$ cat config.mk
export PLATFORM = sky130hd
export DESIGN_NAME = instr_fetch_unit
export DESIGN_NICKNAME = d
export VERILOG_FILES = /design/src/rtl/fetch_pkg.sv /design/src/rtl/fetch_buffer.sv /design/src/rtl/instr_fetch_unit.sv
export SDC_FILE = /design/constraint.sdc
export NUM_CORES = 1
export LEC_CHECK = 0
export ABC_CLOCK_PERIOD_IN_PS = 2900
export CORE_MARGIN = 10
export CORE_UTILIZATION = 32
export CTS_CLUSTER_DIAMETER = 60
export DETAILED_ROUTE_END_ITERATION = 12
export PLACE_DENSITY = 0.6
export SKIP_CTS_REPAIR_TIMING = 1
export SLEW_MARGIN = 10
export SYNTH_ARGS = -nofsm -noshare
export SYNTH_HDL_FRONTEND = slang
export SYNTH_SLANG_ARGS = --single-unit
export TNS_END_PERCENT = 20
$ cat constraint.sdc
create_clock -name clk -period 2.9 [get_ports clk]
set_input_delay 0.58 -clock clk [delete_from_list [all_inputs] [get_ports clk]]
set_output_delay 0.58 -clock clk [all_outputs]
set_load 0.005 [all_outputs]
$ cat src/rtl/fetch_pkg.sv
// Shared types and defaults for the instruction fetch unit: FSM states,
// bus widths, halt opcode and the position of the opcode field in a word.
package fetch_pkg;

   typedef enum logic [1:0] {
      IDLE = 2'd0,
      RUN  = 2'd1,
      HALT = 2'd2
   } fetch_state_e;

   localparam int ADDR_W_DEF = 4;
   localparam int DATA_W_DEF = 20;

   localparam int OPC_HI = 19;
   localparam int OPC_LO = 16;
   localparam int OPC_W  = OPC_HI - OPC_LO + 1;

   localparam logic [OPC_W-1:0] HALT_OPCODE_DEF = 4'hF;

   function automatic logic [OPC_W-1:0] opcode_of(input logic [DATA_W_DEF-1:0] word);
      return word[OPC_HI:OPC_LO];
   endfunction

endpackage

$ cat src/rtl/fetch_buffer.sv
// Two-entry FIFO of {pc, data} pairs between the register-file return path
// and the decoder handshake; head is held in registers so outputs are glitch-free.
module fetch_buffer
   import fetch_pkg::*;
#(
   parameter int ADDR_W = ADDR_W_DEF,
   parameter int DATA_W = DATA_W_DEF
) (
   input  logic              clk,
   input  logic              reset,
   input  logic              push,
   input  logic [ADDR_W-1:0] push_pc,
   input  logic [DATA_W-1:0] push_data,
   input  logic              pop,
   input  logic              flush,
   output logic [1:0]        count,
   output logic              head_valid,
   output logic [ADDR_W-1:0] head_pc,
   output logic [DATA_W-1:0] head_data
);

   logic [ADDR_W-1:0] tail_pc;
   logic [DATA_W-1:0] tail_data;

   // NOTE: the two storage slots are reset as well, so the head outputs read
   // zero out of reset instead of whatever the flops powered up with.
   always_ff @(posedge clk or negedge reset) begin
      if (!reset) begin
         count     <= 2'd0;
         head_pc   <= '0;
         head_data <= '0;
         tail_pc   <= '0;
         tail_data <= '0;
      end else if (flush) begin
         count <= 2'd0;
      end else begin
         case ({push, pop})
            2'b10: begin
               if (count == 2'd0) begin
                  head_pc   <= push_pc;
                  head_data <= push_data;
               end else begin
                  tail_pc   <= push_pc;
                  tail_data <= push_data;
               end
               count <= count + 2'd1;
            end
            2'b01: begin
               head_pc   <= tail_pc;
               head_data <= tail_data;
               count     <= count - 2'd1;
            end
            2'b11: begin
               // occupancy is unchanged; the incoming word lands behind whatever remains
               if (count == 2'd1) begin
                  head_pc   <= push_pc;
                  head_data <= push_data;
               end else begin
                  head_pc   <= tail_pc;
                  head_data <= tail_data;
                  tail_pc   <= push_pc;
                  tail_data <= push_data;
               end
            end
            default: ;
         endcase
      end
   end

   assign head_valid = (count != 2'd0);

endmodule

$ cat src/rtl/instr_fetch_unit.sv
// Read-side initiator for register_file: PC, FSM, issue and squash logic feeding
// a 2-entry buffer to the decoder. Optional halt-opcode detection under FETCH_HALT_EN.
module instr_fetch_unit
   import fetch_pkg::*;
#(
   parameter int ADDR_W = ADDR_W_DEF,
   parameter int DATA_W = DATA_W_DEF
`ifdef FETCH_HALT_EN
   ,
   parameter logic [OPC_W-1:0] HALT_OPCODE = HALT_OPCODE_DEF
`endif
) (
   input  logic              clk,
   input  logic              reset,
   input  logic              start,
   input  logic              jump_valid,
   input  logic [ADDR_W-1:0] jump_addr,
   output logic [ADDR_W-1:0] rf_address,
   output logic              rf_rd,
   input  logic [DATA_W-1:0] rf_out_data,
   output logic              instr_valid,
   output logic [DATA_W-1:0] instr_data,
   output logic [ADDR_W-1:0] instr_pc,
   input  logic              instr_ready,
   output logic              busy,
   output logic              halted
);

   fetch_state_e      state;
   logic [ADDR_W-1:0] pc;
   logic              ret_pend;
   logic [ADDR_W-1:0] ret_pc;
   logic [1:0]        count;
   logic              pop;
   logic              push;
   logic [2:0]        load;
   logic              issue;
   logic [ADDR_W-1:0] issue_addr;
   logic              halt_block;
   logic              halt_squash;

`ifdef FETCH_HALT_EN
   logic halt_buf;
   logic ret_is_halt;
   logic head_is_halt;

   assign ret_is_halt  = ret_pend && (opcode_of(rf_out_data) == HALT_OPCODE);
   assign head_is_halt = instr_valid && (opcode_of(instr_data) == HALT_OPCODE);
   assign halt_block   = halt_buf || ret_is_halt;
   // the read trailing the halt word is dropped as it moves into the return stage
   assign halt_squash  = ret_is_halt && !jump_valid;

   always_ff @(posedge clk or negedge reset) begin
      if (!reset)
         halt_buf <= 1'b0;
      else if (jump_valid || (pop && head_is_halt))
         halt_buf <= 1'b0;
      else if (ret_is_halt)
         halt_buf <= 1'b1;
   end
`else
   assign halt_block  = 1'b0;
   assign halt_squash = 1'b0;
`endif

   // NOTE: every always_comb output gets a default first so no path can infer a latch.
   always_comb begin
      pop        = instr_valid && instr_ready;
      push       = ret_pend && !jump_valid;
      load       = 3'(count) + 3'(rf_rd) + 3'(ret_pend) - 3'(pop);
      issue      = 1'b0;
      issue_addr = pc;
      if (jump_valid) begin
         issue      = 1'b1;
         issue_addr = jump_addr;
      end else if (start && state != RUN) begin
         issue      = 1'b1;
         issue_addr = '0;
      end else if (state == RUN && !halt_block && load < 3'd2) begin
         issue = 1'b1;
      end
   end

   always_ff @(posedge clk or negedge reset) begin
      if (!reset) begin
         state      <= IDLE;
         busy       <= 1'b0;
         halted     <= 1'b0;
         pc         <= '0;
         rf_rd      <= 1'b0;
         rf_address <= '0;
         ret_pend   <= 1'b0;
         ret_pc     <= '0;
      end else begin
         rf_rd <= issue;
         if (issue) begin
            rf_address <= issue_addr;
            pc         <= issue_addr + ADDR_W'(1);
         end
         // a jump squashes the read currently being sampled by the register file
         ret_pend <= rf_rd && !jump_valid && !halt_squash;
         ret_pc   <= rf_address;

         if (jump_valid || (start && state != RUN)) begin
            state  <= RUN;
            busy   <= 1'b1;
            halted <= 1'b0;
         end
`ifdef FETCH_HALT_EN
         else if (state == RUN && pop && head_is_halt) begin
            state  <= HALT;
            busy   <= 1'b1;
            halted <= 1'b1;
         end
`endif
      end
   end

   fetch_buffer #(
      .ADDR_W (ADDR_W),
      .DATA_W (DATA_W)
   ) u_buffer (
      .clk        (clk),
      .reset      (reset),
      .push       (push),
      .push_pc    (ret_pc),
      .push_data  (rf_out_data),
      .pop        (pop),
      .flush      (jump_valid),
      .count      (count),
      .head_valid (instr_valid),
      .head_pc    (instr_pc),
      .head_data  (instr_data)
   );

endmodule

* Word level (Yosys, flattened, before mapping)
Cells that the tools add are included.
** Storage, ports and cells
- Register bits :: 65
- Bits in latches :: 0
- RAM bits :: 0
- Memory bits (read-only) :: 0
- Bits of input ports :: 29
- Output and inout port bits :: 32
- Logic and storage cells :: 60
- Memories kept :: 0
** Cells by class
- Add/sub/neg operators :: 6
- Multipliers :: 0
- Divide/modulo/power cells :: 0
- Magnitude comparators :: 1
- Equality and inequality tests :: 7
- Shifts and indexed selects :: 0
- Multiplexer cells :: 19
- Bitwise gates (word level) :: 2
- Reduce and logical (&&, ||, !) cells :: 14
** Operators by type and width (number)
- $mux 20 :: 4
- $pmux 20 s3 :: 1
- $pmux 20 s2 :: 1
- $mux 4 :: 6
- $pmux 4 s3 :: 1
- $pmux 4 s2 :: 1
- $reduce_bool 3->1 :: 2
- $logic_and 1x1->1 :: 5
- $add 4x1->4 const B :: 1
- $eq 2x1->1 const B :: 2
- $eq 2x2->1 const B :: 2
- $ne 2x2->1 const B :: 2
- $pmux 2 s2 :: 1
- $reduce_and 4->1 :: 1
- $reduce_bool 2->1 :: 2
- $add 2x1->3 :: 1
- $add 3x1->3 :: 1
- $lt 3x2->1 const B :: 1
- $mux 1 :: 3
- $reduce_and 3->1 :: 1
- $sub 3x1->3 :: 1
- $add 2x1->2 const B :: 1
- $logic_not 2->1 :: 1
- $mux 2 :: 1
- other kinds (5) :: 6

* Longest topological paths before layout
- Depth in word-level cells :: 8
- Depth in mapped cells :: 14
- Depth with buffers taken out :: 12

* Hierarchy
Synthesis repeated with hierarchy kept, for this count alone.
** Second synthesis, totals
- Cells, all modules :: 214
- Area, all modules :: 3166.8 um2
** Modules (own cells, without submodules)
- fetch_buffer :: instances 1, cells an instance 150, area an instance 2446.1 um2, seq. area each 1251.2 um2
- instr_fetch_unit :: instances 1, cells an instance 64, area an instance 720.7 um2, seq. area each 375.4 um2

* Worst setup path after synthesis
OpenSTA, ideal clock, no wires.
- Kind :: register to register
- Start point :: register u_buffer.count[1]
- End point :: register pc[1]
- Setup time :: 0.125 ns
- Arrival time :: 2.994 ns
- Required time :: 2.775 ns
- Setup slack :: -0.219 ns
- Stages on the path, launching flop included :: 14
- Path buffers :: 2
- Period minus slack after synthesis :: 3.119 ns
- Cell sequence :: dfrtp_1 -> inv_1 -> ha_1 -> nor2b_1 -> buf_2 -> ha_1 -> inv_1 -> ha_1 -> a21o_1 -> fa_1 -> xor2_1 -> a311oi_2 -> buf_4 -> mux2_2
** Between the ends
- Longest elaborated chain between the ends :: 8
- Elaborated cells on any way between the ends :: 10
- Those cells by class :: add/sub: 3; order compare: 1; mux: 3; reduce/logical: 3
** RTL lines
- from (decl) :: line fetch_buffer.sv:16 : output logic [1:0] count,
- from (signal assigned) :: line fetch_buffer.sv:46 : count <= count + 2'd1;
- from (signal assigned) :: line fetch_buffer.sv:51 : count <= count - 2'd1;
- $add 2x1->3 or $reduce_bool 2->1 (tied branches) :: line instr_fetch_unit.sv:70, fetch_buffer.sv:70
- $add 3x1->3 or $logic_and 1x1->1 (tied branches) :: line instr_fetch_unit.sv:70, instr_fetch_unit.sv:68
- $sub 3x1->3 (*) :: line instr_fetch_unit.sv:70 : load = 3'(count) + 3'(rf_rd) + 3'(ret_pend) - 3'(pop);
- $lt 3x2->1 (*) :: line instr_fetch_unit.sv:79 : end else if (state == RUN && !halt_block && load < 3'd2) begin
- $logic_and 1x1->1 (*) :: line instr_fetch_unit.sv:79
- $mux 1 (*) :: line instr_fetch_unit.sv:79
- $mux 1 (*) :: line instr_fetch_unit.sv:76 : end else if (start && state != RUN) begin
- $mux 1 (*) :: line instr_fetch_unit.sv:73 : if (jump_valid) begin
- to (signal assigned) :: line instr_fetch_unit.sv:98 : pc <= issue_addr + ADDR_W'(1);
- to (decl) :: line instr_fetch_unit.sv:30 : logic [ADDR_W-1:0] pc;
Mark *: on every way between the ends. The rest lies on a longest branch, timed or not.
A chain may end at the register's enable or synchronous reset.

* Worst setup path in the final report
- Start point :: register u_buffer.count[0]
- End point :: register rf_address[1]
** Between the ends
- Longest elaborated chain between the ends :: 8
- Elaborated cells on any way between the ends :: 10
- Those cells by class :: add/sub: 3; order compare: 1; mux: 3; reduce/logical: 3
** RTL lines
- $add 2x1->3 or $reduce_bool 2->1 (tied branches) :: line instr_fetch_unit.sv:70, fetch_buffer.sv:70
- $add 3x1->3 or $logic_and 1x1->1 (tied branches) :: line instr_fetch_unit.sv:70, instr_fetch_unit.sv:68
- $sub 3x1->3 (*) :: line instr_fetch_unit.sv:70
- $lt 3x2->1 (*) :: line instr_fetch_unit.sv:79
- $logic_and 1x1->1 (*) :: line instr_fetch_unit.sv:79
- $mux 1 (*) :: line instr_fetch_unit.sv:79
- $mux 1 (*) :: line instr_fetch_unit.sv:76
- $mux 1 (*) :: line instr_fetch_unit.sv:73
- to (signal assigned) :: line instr_fetch_unit.sv:97 : rf_address <= issue_addr;
- to (decl) :: line instr_fetch_unit.sv:18 : output logic [ADDR_W-1:0] rf_address,
Marked as above.

==> metrics.yaml <==
sta:
  setup_ws_ps: 73.7
  period_share_pct: 97.5
  fmax_ghz: 0.354
  timing.final.max_slew_violations: 0
  min_period_ps: 2830
  worst_clock_skew_ps: 10.2
  worst_slew_pin_slew_ps: 677
  setup_viol: 0
  tns_ps: 0
  hold_viol_final: 0
  slew_headroom_pct: 54.8
power_and_ir_drop:
  power.share.combinational_pct: 45.8
  powerDensity_nw_per_um2: 1090
  p_switching_mw: 1.43
  p_total_mw: 4.48
  pwr-share-clk_pct: 18.8
  p_int_mw: 3.05
  seqPwrFrac_pct: 35.4
  p_leak_nw: 1.87
  vdd_drop_max_v: 0.000578
  p_sw_share_pct: 31.9
global_routing:
  grt_overflow_total: 0
  grt_pass1_wl_microns: 10000
  grt_max_degree: 49
  antenna_found_initial: 0
  grtUsageTotal_pct: 9.40
  grt_pass1_vias: 2067
clock_tree:
  clock-root-buffer: "clkbuf_8"
  max-clock-path-buffers: 2
  insertion_delay_ps: 330
  cts_made_buffers: 9
  clkTransAtPathRegs_ps: 80
  cts_max_level: 3
  cts_tree: "built"
  cts_sinks: 65
setup_path:
  rr_worst_depth: 12
  worstPathRequired_ps: 3110
  cp-end-kind: "flip-flop"
  worstSetupPathType: "flip-flop to flip-flop"
  path_max_fanout: 6
  startpoint_type: "flip-flop"
  worst_r2r_endpoint: "rf_address[1]"
  cp.arrival_ps: 3040
  rrSetupSlack_ps: 70
  r2r_start: "u_buffer.count[0]"
yosys:
  async_flop_share_pct: 100
  synth_area_sq_um: 3020
  synth_edf_count: 0
  syn_area_per_cell_sq_um: 12.7
  ys.flop_type: "dfrtp_1"
  syn_inst: 238
  synthTopCellsByArea: "dfrtp_1 54%, mux2i_1 9.0%, mux2_2 8.2%"
  synth_cell_type_count: 34
  ys_seq_elements: 65
  synth_commonest_cells: "65 x dfrtp_1, 29 x nor2_1, 27 x mux2i_1, 22 x mux2_2, 21 x a21oi_2"
  yosysMostFrequentCell: "dfrtp_1"
  synth_top_area_share_pct: 53.9
  synth_nets: 273
  yosys_warnings: 0
  ys_seq_area_share_pct: 53.9
  synth_area_leader_cell: "dfrtp_1"
detailed_routing:
  drt_iter0_markers: 52
  post-route-drc-count: 0
  viasPerCell: 4.60
  routed_wirelength_microns: 6090
  route.vias.total: 1959
  wire_per_inst_microns: 14.3
  dr.pass1.iters: 4
  detail-route-antenna-nets: 0
die:
  coreArea_sq_um: 9200
  die_x_microns: 117
  rows: 35
  start_util_pct: 32.8
  die_h_microns: 117
  io_pins: 61
  design.die.area_sq_um: 13700
finish:
  fin_area_sq_um: 4100
  area_delta_synth_final_pct: 35.9
  drive_gt1_share_pct: 30.5
  antenna_cells: 0
  final_net_count: 345
place:
  io_buffers: 59
  place_ws_ps: -542
  gp_congestion: 0.821
  dpl_cell_area_sq_um: 3820
  dpl.hpwl_microns: 4280
job:
  timing.max_cap.violations: 0
min_path:
  hold_class: "input port to async pin"
status:
  run_status: "completed"
logic make-up (layout without fill, tap and decap cells):
kind of cell	Yosys count	after routing	synth area share, %
xor gates and xnor gates	4	4	1.16
other	1	1	0.124
buffers and inverters	23	100	4.89
DFF	65	65	53.9
AOI/OAI and AO/OA	38	38	10.2
muxes	55	55	20.2
adders and majority gates	6	6	2.74
and+or+nand+nor	46	46	6.84
worst max-delay path: stages, from the launching register on:
cell,delay [ps]
dfrtp_1,380
inv_2,50
ha_4,170
nor2b_4,130
ha_4,210
inv_2,60
ha_4,180
a21o_1,190
fa_2,540
inv_2,50
a311oi_4,280
buf_6,180
mux2_4,290
metal layers:
metal	up-vias	track usage, %	wire length [microns]
li1	957	-	-
met1	945	11.0	2670
met2	46	15.0	2900
met3	11	3.36	420
met4	0	4.45	97
met5	-	0	0
cells in the final DEF (no fill, tap or decap), types with 4 or more instances in the layout:
cell type	n
a21oi_1	6
mux2i_1	27
mux2_4	10
buf_4	9
nand2b_1	5
inv_1	5
buf_12	4
nor2_1	28
mux2_2	18
clkbuf_8	9
clkdlybuf4s50_1	57
dfrtp_1	65
a21oi_2	21
nand2_1	5
inv_2	5
how the worst max path moves through the flow:
stage,start,to,depth (start not counted)
6_report,u_buffer.count[0],rf_address[1],12
5_1_grt,u_buffer.count[0],rf_address[3],12
3_3_place_gp,instr_ready,rf_address[3],11
3_5_place_dp,instr_ready,pc[1],11
2_1_floorplan,instr_ready,pc[1],11
4_1_cts,instr_ready,rf_address[1],11
through the flow:
| step | cells | hold WS, ps | util (%) |
|---|---|---|---|
| global placement | 407 | 411 | 41.5 |
| finish | 426 | 276 | 44.6 |
| CTS | 423 | 273 | 43.9 |
| floorplan | 238 | 284 | - |
| detailed placement | 407 | 407 | 41.5 |
| global route | 426 | 310 | 44.6 |
area by class of cell:
cell class              count  area, sq um
repair buffers             74          752
inverters                  10         37.5
clock inverters             6         92.6
multi-input cells         150         1320
well taps                 111          139
fillers                   878         5100
flip-flops and latches     65         1630
clock buffers              10          128
sequential cells by signal, indices dropped and copies added, names as in the netlist, 2 cells and up:
register and flops:
u_buffer.head_data 20, u_buffer.count 2, rf_address 4, u_buffer.tail_data 20, pc 4, ret_pc 4, u_buffer.head_pc 4, u_buffer.tail_pc 4
power groups by stage:
stage | Sequential [mW] | Combinational, mW | Clock (mW)
floorplan | 1.58 | 1.23 | 0
global placement | 1.60 | 1.92 | 0
detailed placement | 1.61 | 1.97 | 0
CTS | 1.59 | 1.97 | 0.875
global route | 1.65 | 2.26 | 0.918
finish | 1.59 | 2.05 | 0.840
No activity file was read; power rests on OpenSTA's default activity.
